`src/rtl/temporal_encoder_4.sv`:
```
// Binary-to-race-logic encoder feeding the 4-input bitonic sorter.
// Each accepted window turns NUM_LINES binary values into active-low
// temporal lines. Line i falls val_i edges after the accept edge and stays
// low until the window closes. After that, every line is held at 1 for a
// short recovery gap before the next window can be accepted.
module temporal_encoder_4 #(
    parameter int NUM_LINES = 4,
    parameter int VAL_W     = 6,
    parameter int GAMMA_LEN = 48,
    parameter int REC_LEN   = 4
) (
    input  logic                       clk,
    input  logic                       rst,
    input  logic                       start,
    input  logic [NUM_LINES*VAL_W-1:0] vals,
    output logic                       ready,
    output logic                       busy,
    output logic [0:NUM_LINES-1]       spikes,
    output logic                       gamma_done
);

    localparam int RC_W = $clog2(REC_LEN + 1);
    localparam logic [VAL_W-1:0] CNT_LAST = VAL_W'(GAMMA_LEN - 1);
    localparam logic [RC_W-1:0]  RC_LAST  = RC_W'(REC_LEN - 1);

    typedef enum logic [1:0] {
        S_IDLE,
        S_RUN,
        S_RECOVER
    } state_t;

    state_t                 state_reg, state_next;
    logic [VAL_W-1:0]       cnt_reg, cnt_next, cnt_inc;
    logic [RC_W-1:0]        rcnt_reg, rcnt_next;
    logic [VAL_W-1:0]       val_reg  [NUM_LINES];
    logic [VAL_W-1:0]       val_next [NUM_LINES];
    logic [VAL_W-1:0]       vals_in  [NUM_LINES];
    logic [0:NUM_LINES-1]   spikes_reg, spikes_next;
    logic [0:NUM_LINES-1]   accept_spk, run_spk;
    logic                   gamma_done_reg, gamma_done_next;

    // Count that the window reaches at the coming edge; it never wraps
    // because the window closes while cnt_reg equals GAMMA_LEN-1.
    assign cnt_inc = cnt_reg + 1'b1;

    // Per-line unpacking and comparators. A line is low once its value is
    // <= the current count, so it falls exactly at edge E(val) and, since
    // the count only increases, never rises again inside the window.
    generate
        for (genvar gi = 0; gi < NUM_LINES; gi++) begin : g_line
            assign vals_in[gi]    = vals[gi*VAL_W +: VAL_W];
            assign accept_spk[gi] = (vals_in[gi] != '0);
            assign run_spk[gi]    = ~(val_reg[gi] <= cnt_inc);
        end
    endgenerate

    // Next-state and next-output decode for the IDLE/RUN/RECOVER sequence.
    always_comb begin
        state_next      = state_reg;
        cnt_next        = cnt_reg;
        rcnt_next       = rcnt_reg;
        spikes_next     = spikes_reg;
        gamma_done_next = 1'b0;
        for (int i = 0; i < NUM_LINES; i++) begin
            val_next[i] = val_reg[i];
        end

        case (state_reg)
            S_IDLE: begin
                spikes_next = '1;
                if (start) begin
                    for (int i = 0; i < NUM_LINES; i++) begin
                        val_next[i] = vals_in[i];
                    end
                    cnt_next    = '0;
                    spikes_next = accept_spk;
                    state_next  = S_RUN;
                end
            end
            S_RUN: begin
                if (cnt_reg == CNT_LAST) begin
                    state_next      = S_RECOVER;
                    rcnt_next       = '0;
                    spikes_next     = '1;
                    gamma_done_next = 1'b1;
                end else begin
                    cnt_next    = cnt_inc;
                    spikes_next = run_spk;
                end
            end
            S_RECOVER: begin
                spikes_next = '1;
                if (rcnt_reg == RC_LAST) begin
                    state_next = S_IDLE;
                    rcnt_next  = '0;
                end else begin
                    rcnt_next = rcnt_reg + 1'b1;
                end
            end
            default: begin
                state_next  = S_IDLE;
                spikes_next = '1;
            end
        endcase
    end

    // State and datapath registers; reset aborts any window immediately.
    always_ff @(posedge clk or posedge rst) begin
        if (rst) begin
            state_reg      <= S_IDLE;
            cnt_reg        <= '0;
            rcnt_reg       <= '0;
            spikes_reg     <= '1;
            gamma_done_reg <= 1'b0;
            for (int i = 0; i < NUM_LINES; i++) begin
                val_reg[i] <= '0;
            end
        end else begin
            state_reg      <= state_next;
            cnt_reg        <= cnt_next;
            rcnt_reg       <= rcnt_next;
            spikes_reg     <= spikes_next;
            gamma_done_reg <= gamma_done_next;
            for (int i = 0; i < NUM_LINES; i++) begin
                val_reg[i] <= val_next[i];
            end
        end
    end

    assign ready      = (state_reg == S_IDLE);
    assign busy       = (state_reg != S_IDLE);
    assign spikes     = spikes_reg;
    assign gamma_done = gamma_done_reg;

endmodule

```
`config.mk`:
```
export PLATFORM = sky130hd
export DESIGN_NAME = temporal_encoder_4
export DESIGN_NICKNAME = d
export VERILOG_FILES = /design/src/rtl/temporal_encoder_4.sv
export SDC_FILE = /design/constraint.sdc
export NUM_CORES = 1
export LEC_CHECK = 0
export ABC_CLOCK_PERIOD_IN_PS = 5600
export BUFFER_PORTS_ARGS = -buffer_cell sky130_fd_sc_hd__buf_2
export CELL_PAD_IN_SITES_DETAIL_PLACEMENT = 2
export CELL_PAD_IN_SITES_GLOBAL_PLACEMENT = 2
export CORE_MARGIN = 3
export CORE_UTILIZATION = 37
export DETAILED_ROUTE_END_ITERATION = 7
export MAX_ROUTING_LAYER = met4
export PLACE_DENSITY = 0.89
export SLEW_MARGIN = 40
export SYNTH_ARGS = -nofsm -noshare
export SYNTH_HDL_FRONTEND = slang
export SYNTH_SLANG_ARGS = --single-unit
```
`constraint.sdc`:
```
create_clock -name clk -period 5.6 [get_ports clk]
set_clock_uncertainty 0.2 [all_clocks]
set_input_delay 0.56 -clock clk [delete_from_list [all_inputs] [get_ports clk]]
set_output_delay 0.56 -clock clk [all_outputs]
set_load 0.01 [all_outputs]
```
Yosys cells after proc, flatten, opt, wreduce, memory -nomap -nowiden
Index checks and enable logic that the tools add are counted.
{"block": "op_classes", "n_lt_le_gt_ge": 4, "bitwise": 4, "muxes": 15, "n_reduce_logical": 12, "n_addsub": 2, "n_eq_ne": 8}
{"cell": "<= comparator 6 bit", "n": 4}
{"cell": "nonzero test 6 bit", "n": 4}
{"cell": "2-to-1 mux 6 bit", "n": 2}
{"cell": "one-hot mux 6 bit (2 select lines)", "n": 1}
{"cell": "2-to-1 mux 4 bit", "n": 2}
{"cell": "!= test 2 bit (second input constant)", "n": 4}
{"cell": "one-hot mux 4 bit (2 select lines)", "n": 1}
{"cell": "adder 6 x 1 -> 6 bit (second input constant)", "n": 1}
{"cell": "equality test 6 bit (second input constant)", "n": 1}
{"cell": "2-to-1 mux 2 bit", "n": 3}
{"cell": "2-to-1 mux 3 bit", "n": 2}
{"cell": "one-hot mux 2 bit (3 select lines)", "n": 1}
{"cell": "one-hot mux 3 bit (2 select lines)", "n": 1}
{"cell": "AND reduction 3 bit", "n": 2}
{"cell": "nonzero test 2 bit", "n": 3}
{"cell": "inverter 1 bit", "n": 4}
{"cell": "AND reduction 2 bit", "n": 2}
{"cell": "adder 3 x 1 -> 3 bit (second input constant)", "n": 1}
{"cell": "equality test 3 x 2 -> 1 bit (second input constant)", "n": 1}
{"cell": "equality test 2 x 1 -> 1 bit (second input constant)", "n": 1}
{"cell": "equality test 2 bit (second input constant)", "n": 1}
{"cell": "logical NOT 2 bit", "n": 1}
{"cell": "2-to-1 mux 1 bit", "n": 2}
{"block": "totals", "input_bits": 27, "regBits": 40, "out_inout_bits": 7}

Depth between registers and ports, before layout
{"block": "logic_depth", "depth_word": 5, "mapped_depth": 9, "ltp_nobuf": 9}

Worst setup path before layout
No wires, ideal clock.
{"block": "synth_timing", "path_kind": "flip-flop to flip-flop", "from": "register cnt_reg[0]", "to": "register spikes_reg (netlist bit spikes[3])", "required_time_ns": 5.317, "setup_slack_ns": 3.308, "arrival_ns": 2.008, "setup_ns": 0.083, "n_path_buf": 0, "path_stages_with_launch": 8, "path_cell_list": "dfrtp_1 -> and3_1 -> xnor2_1 -> ha_1 -> a21oi_1 -> o21ai_0 -> maj3_2 -> o311a_1"}
{"block": "synth_via", "elab_chain_len": 5}
{"item": "start, declared", "line_no": "33", "text": "logic [VAL_W-1:0] cnt_reg, cnt_next, cnt_inc;"}
{"item": "start signal, assigned", "line_no": "120", "text": "cnt_reg <= cnt_next;"}
{"item": "adder 6 x 1 -> 6 bit", "line_no": "44", "text": "assign cnt_inc = cnt_reg + 1'b1;"}
{"item": "<= comparator 6 bit", "line_no": "53", "text": "assign run_spk[gi] = ~(val_reg[gi] <= cnt_inc);"}
{"item": "inverter 1 bit", "line_no": "53"}
{"item": "2-to-1 mux 4 bit *", "line_no": "81", "text": "if (cnt_reg == CNT_LAST) begin"}
{"item": "one-hot mux 4 bit (2 select lines) *", "line_no": "68", "text": "case (state_reg)"}
{"item": "named net spikes_next, one bit", "line_no": "38", "text": "logic [0:NUM_LINES-1] spikes_reg, spikes_next;"}
{"item": "end signal, assigned", "line_no": "122", "text": "spikes_reg <= spikes_next;"}
{"item": "end, declared", "line_no": "38"}
Mark *: on every way through the listed nets, which the timed path passes. The rest lies on a longest branch.
A chain may end at the register's enable or synchronous reset.

Worst setup path after layout
{"block": "layout_timing", "from": "register cnt_reg[0]", "to": "register spikes_reg (netlist bit spikes[1])"}
The elaborated chain is that of the path after synthesis.

==> results.json <==
{
  "cts_buffers": 5,
  "htree_levels": 2,
  "crit_arrival_ps": 2870,
  "coreArea_um2": 5960,
  "status": "finished clean",
  "fin_util_pct": 43.5,
  "relSlewSlack_pct": 59.0,
  "antenna_left": 0,
  "grt_pass1_vias": 2222,
  "drtIter0Drc": 77,
  "ys_types": 45,
  "io_pins": 34,
  "ys.warnings.count": 0,
  "path_delay_family": "compound AO/OA/AOI/OAI gates",
  "synth_flop_cell": "dfrtp_1",
  "area_growth_pct": 13.0,
  "synth_largest_area_cell": "dfrtp_1",
  "fp.dieH_um": 84.7,
  "tritoncts": "built",
  "grt_usage_pct": 21.5,
  "grt_pass1_wl_um": 11600,
  "portBuffers": 33,
  "yosys-top-cells-count": "nand2_1, dfrtp_1, ha_1, o21ai_0, inv_1",
  "place_congestion": 0.808,
  "largest_reg_flops": 24,
  "min_period_over_period_pct": 51.2,
  "synthArstFlopShare_pct": 100,
  "cts_root_buf": "clkbuf_8",
  "viasPerCell": 5.43,
  "tns_ps": 0,
  "fin_crit_ps": 2870,
  "synth_top_area_share_pct": 39.3,
  "drt-total-wl_um": 6940,
  "hold_path_class": "primary input to asynchronous set/reset pin",
  "dieArea_um2": 7180,
  "critPathRequiredTime_ps": 5600,
  "hold_violations": 0,
  "slew_viol_final": 0,
  "cap_violations": 0,
  "crit_chain": "and3_1 > xnor2_1 > ha_1 > a21oi_1 > a211oi_1 > a2111oi_0 > nor3_1",
  "grt_start_max_net_pins": 41,
  "max_freq_ghz": 0.349,
  "worstMarginPinSlew_ps": 611,
  "vias": 1978,
  "drc": 0,
  "netlist_instances": 254,
  "drive_above_1_share_pct": 18.0,
  "cts_resized": 0,
  "endpoint_kind": "flop",
  "leakagePower_nw": 1.32,
  "first_pass_iters": 4,
  "n_antenna_cell": 0,
  "synthTopCellsByArea": "dfrtp_1, nand2_1, ha_1",
  "max-vdd-ir-drop_mv": 0.116,
  "critPathSlowestCell": "xnor2_1",
  "finalNetCount": 339,
  "yosysSeqAreaShare_pct": 43.9,
  "path_class": "flop to flop",
  "ys_ff_latch": 40,
  "clock_path_buffers": 2,
  "slowest_delay_ps": 500,
  "rsz0062_at_grt": "false",
  "setup_viol": 0,
  "synth_nets": 304,
  "start_util_pct": 38.5,
  "die_x_um": 84.7,
  "syn_area_um2": 2290,
  "rows": 28,
  "clock_latency_ps": 290,
  "ctsHoldBuffers": 0,
  "synth.most_common_cell": "nand2_1",
  "post_cts_buffers": 0,
  "hpwl_um": 5230,
  "cellPowerDensity_nw_per_um2": 190,
  "path_max_fanout": 5,
  "synth_edf_count": 0,
  "clkTransAtPathRegs_ps": 80,
  "antenna_found_initial": 0,
  "synth.avg_cell_area_um2": 9.03,
  "critical_path_buf_inv_count": 0,
  "wl_per_cell_um": 19.1,
  "cts.sinks": 40,
  "worstSetupStartpointType": "flop",
  "grt_overflow_total": 0
}
kinds of logic (layout without fill, tap and decap cells):
| family | after synthesis | in the layout | share of synthesized area, % |
|---|---|---|---|
| AOI/OAI and AO/OA | 39 | 39 | 11.0 |
| xor gates and xnor gates | 6 | 6 | 2.62 |
| adders and majority gates | 24 | 24 | 13.0 |
| buffers and inverters | 23 | 58 | 5.07 |
| DFF | 40 | 40 | 43.9 |
| and+or+nand+nor | 122 | 122 | 24.4 |
placed cells by master (no fill, tap or decap), types with 2 or more instances in the layout:
master	count
nor2b_1	4
o211ai_1	2
or4_1	3
xnor2_1	4
and3_1	3
nand2_1	79
inv_1	14
clkbuf_8	5
buf_4	3
nand3b_1	2
o21a_1	2
dfrtp_1	36
ha_1	23
nor3_1	6
or2b_1	2
nor2_1	4
nand3_1	8
a21oi_1	7
nand4_1	2
o31ai_1	2
nor4_1	2
o21ai_0	15
dfstp_2	4
buf_2	33
final timing paths:
| kind | end | slack (ps) | from | cells past startpoint |
|---|---|---|---|---|
| worst min register to register | val_reg[1] | 300 | val_reg[1] | 2 |
| min in group clk | val_reg[21] | 270 | vals[3] | 3 |
| worst min-delay path | rcnt_reg[1] | 190 | rst | 3 |
| worst max register to register | spikes[1] | 2730 | cnt_reg[0] | 7 |
| max in group asynchronous | spikes[2] | 4620 | rst | 3 |
| worst max-delay path | spikes[1] | 2730 | cnt_reg[0] | 7 |
worst register-to-register path, delay by kind of cell, from the launching register on:
| family | cells | cell delay (ps) |
|---|---|---|
| AOI/OAI and AO/OA | 3 | 870 |
| DFF | 1 | 450 |
| and+or+nand+nor | 2 | 360 |
| xor gates and xnor gates | 1 | 500 |
| adders and majority gates | 1 | 410 |
power by group:
group          internal (W)  leakage, nW  switching [W]
Combinational    0.00000765        0.790      0.0000118
Clock             0.0000848       0.0410      0.0000990
Sequential         0.000289        0.489              0
Total              0.000381         1.32       0.000111
stage by stage:
stage | hold slack [ps] | area [µm²] | worst slack (ps) | power (W) | std cells
final | 192 | 2590 | 2730 | 0.000492 | 364
after global routing | 248 | 2590 | 2440 | 0.000514 | 364
after CTS | 212 | 2590 | 2760 | 0.000501 | 364
after detailed placement | 292 | 2510 | 2910 | 0.000314 | 357
after global placement | 273 | 2510 | 3060 | 0.000313 | 357
after floorplan | 252 | 2290 | 3310 | 0.000300 | 254
final cells by class:
| class | count | area [µm²] |
|---|---|---|
| Inverter | 15 | 56.3 |
| Fill cell | 699 | 3360 |
| Timing Repair Buffer | 36 | 188 |
| Clock buffer | 6 | 72.6 |
| Multi-Input combinational cell | 191 | 1170 |
| Sequential cell | 40 | 1010 |
| Tap cell | 75 | 93.8 |
| Clock inverter | 1 | 5.00 |
per-layer routing:
layer / vias to the layer above / global-route usage (%) / part of all wire [%]
met1: 985 / 24.6 / 42
li1: 938 / - / -
met5: - / - / 0
met3: 15 / 3.34 / 2.9
met4: 0 / 5.76 / 1.8
met2: 40 / 38.8 / 54
(Power assumes the default switching activity.)
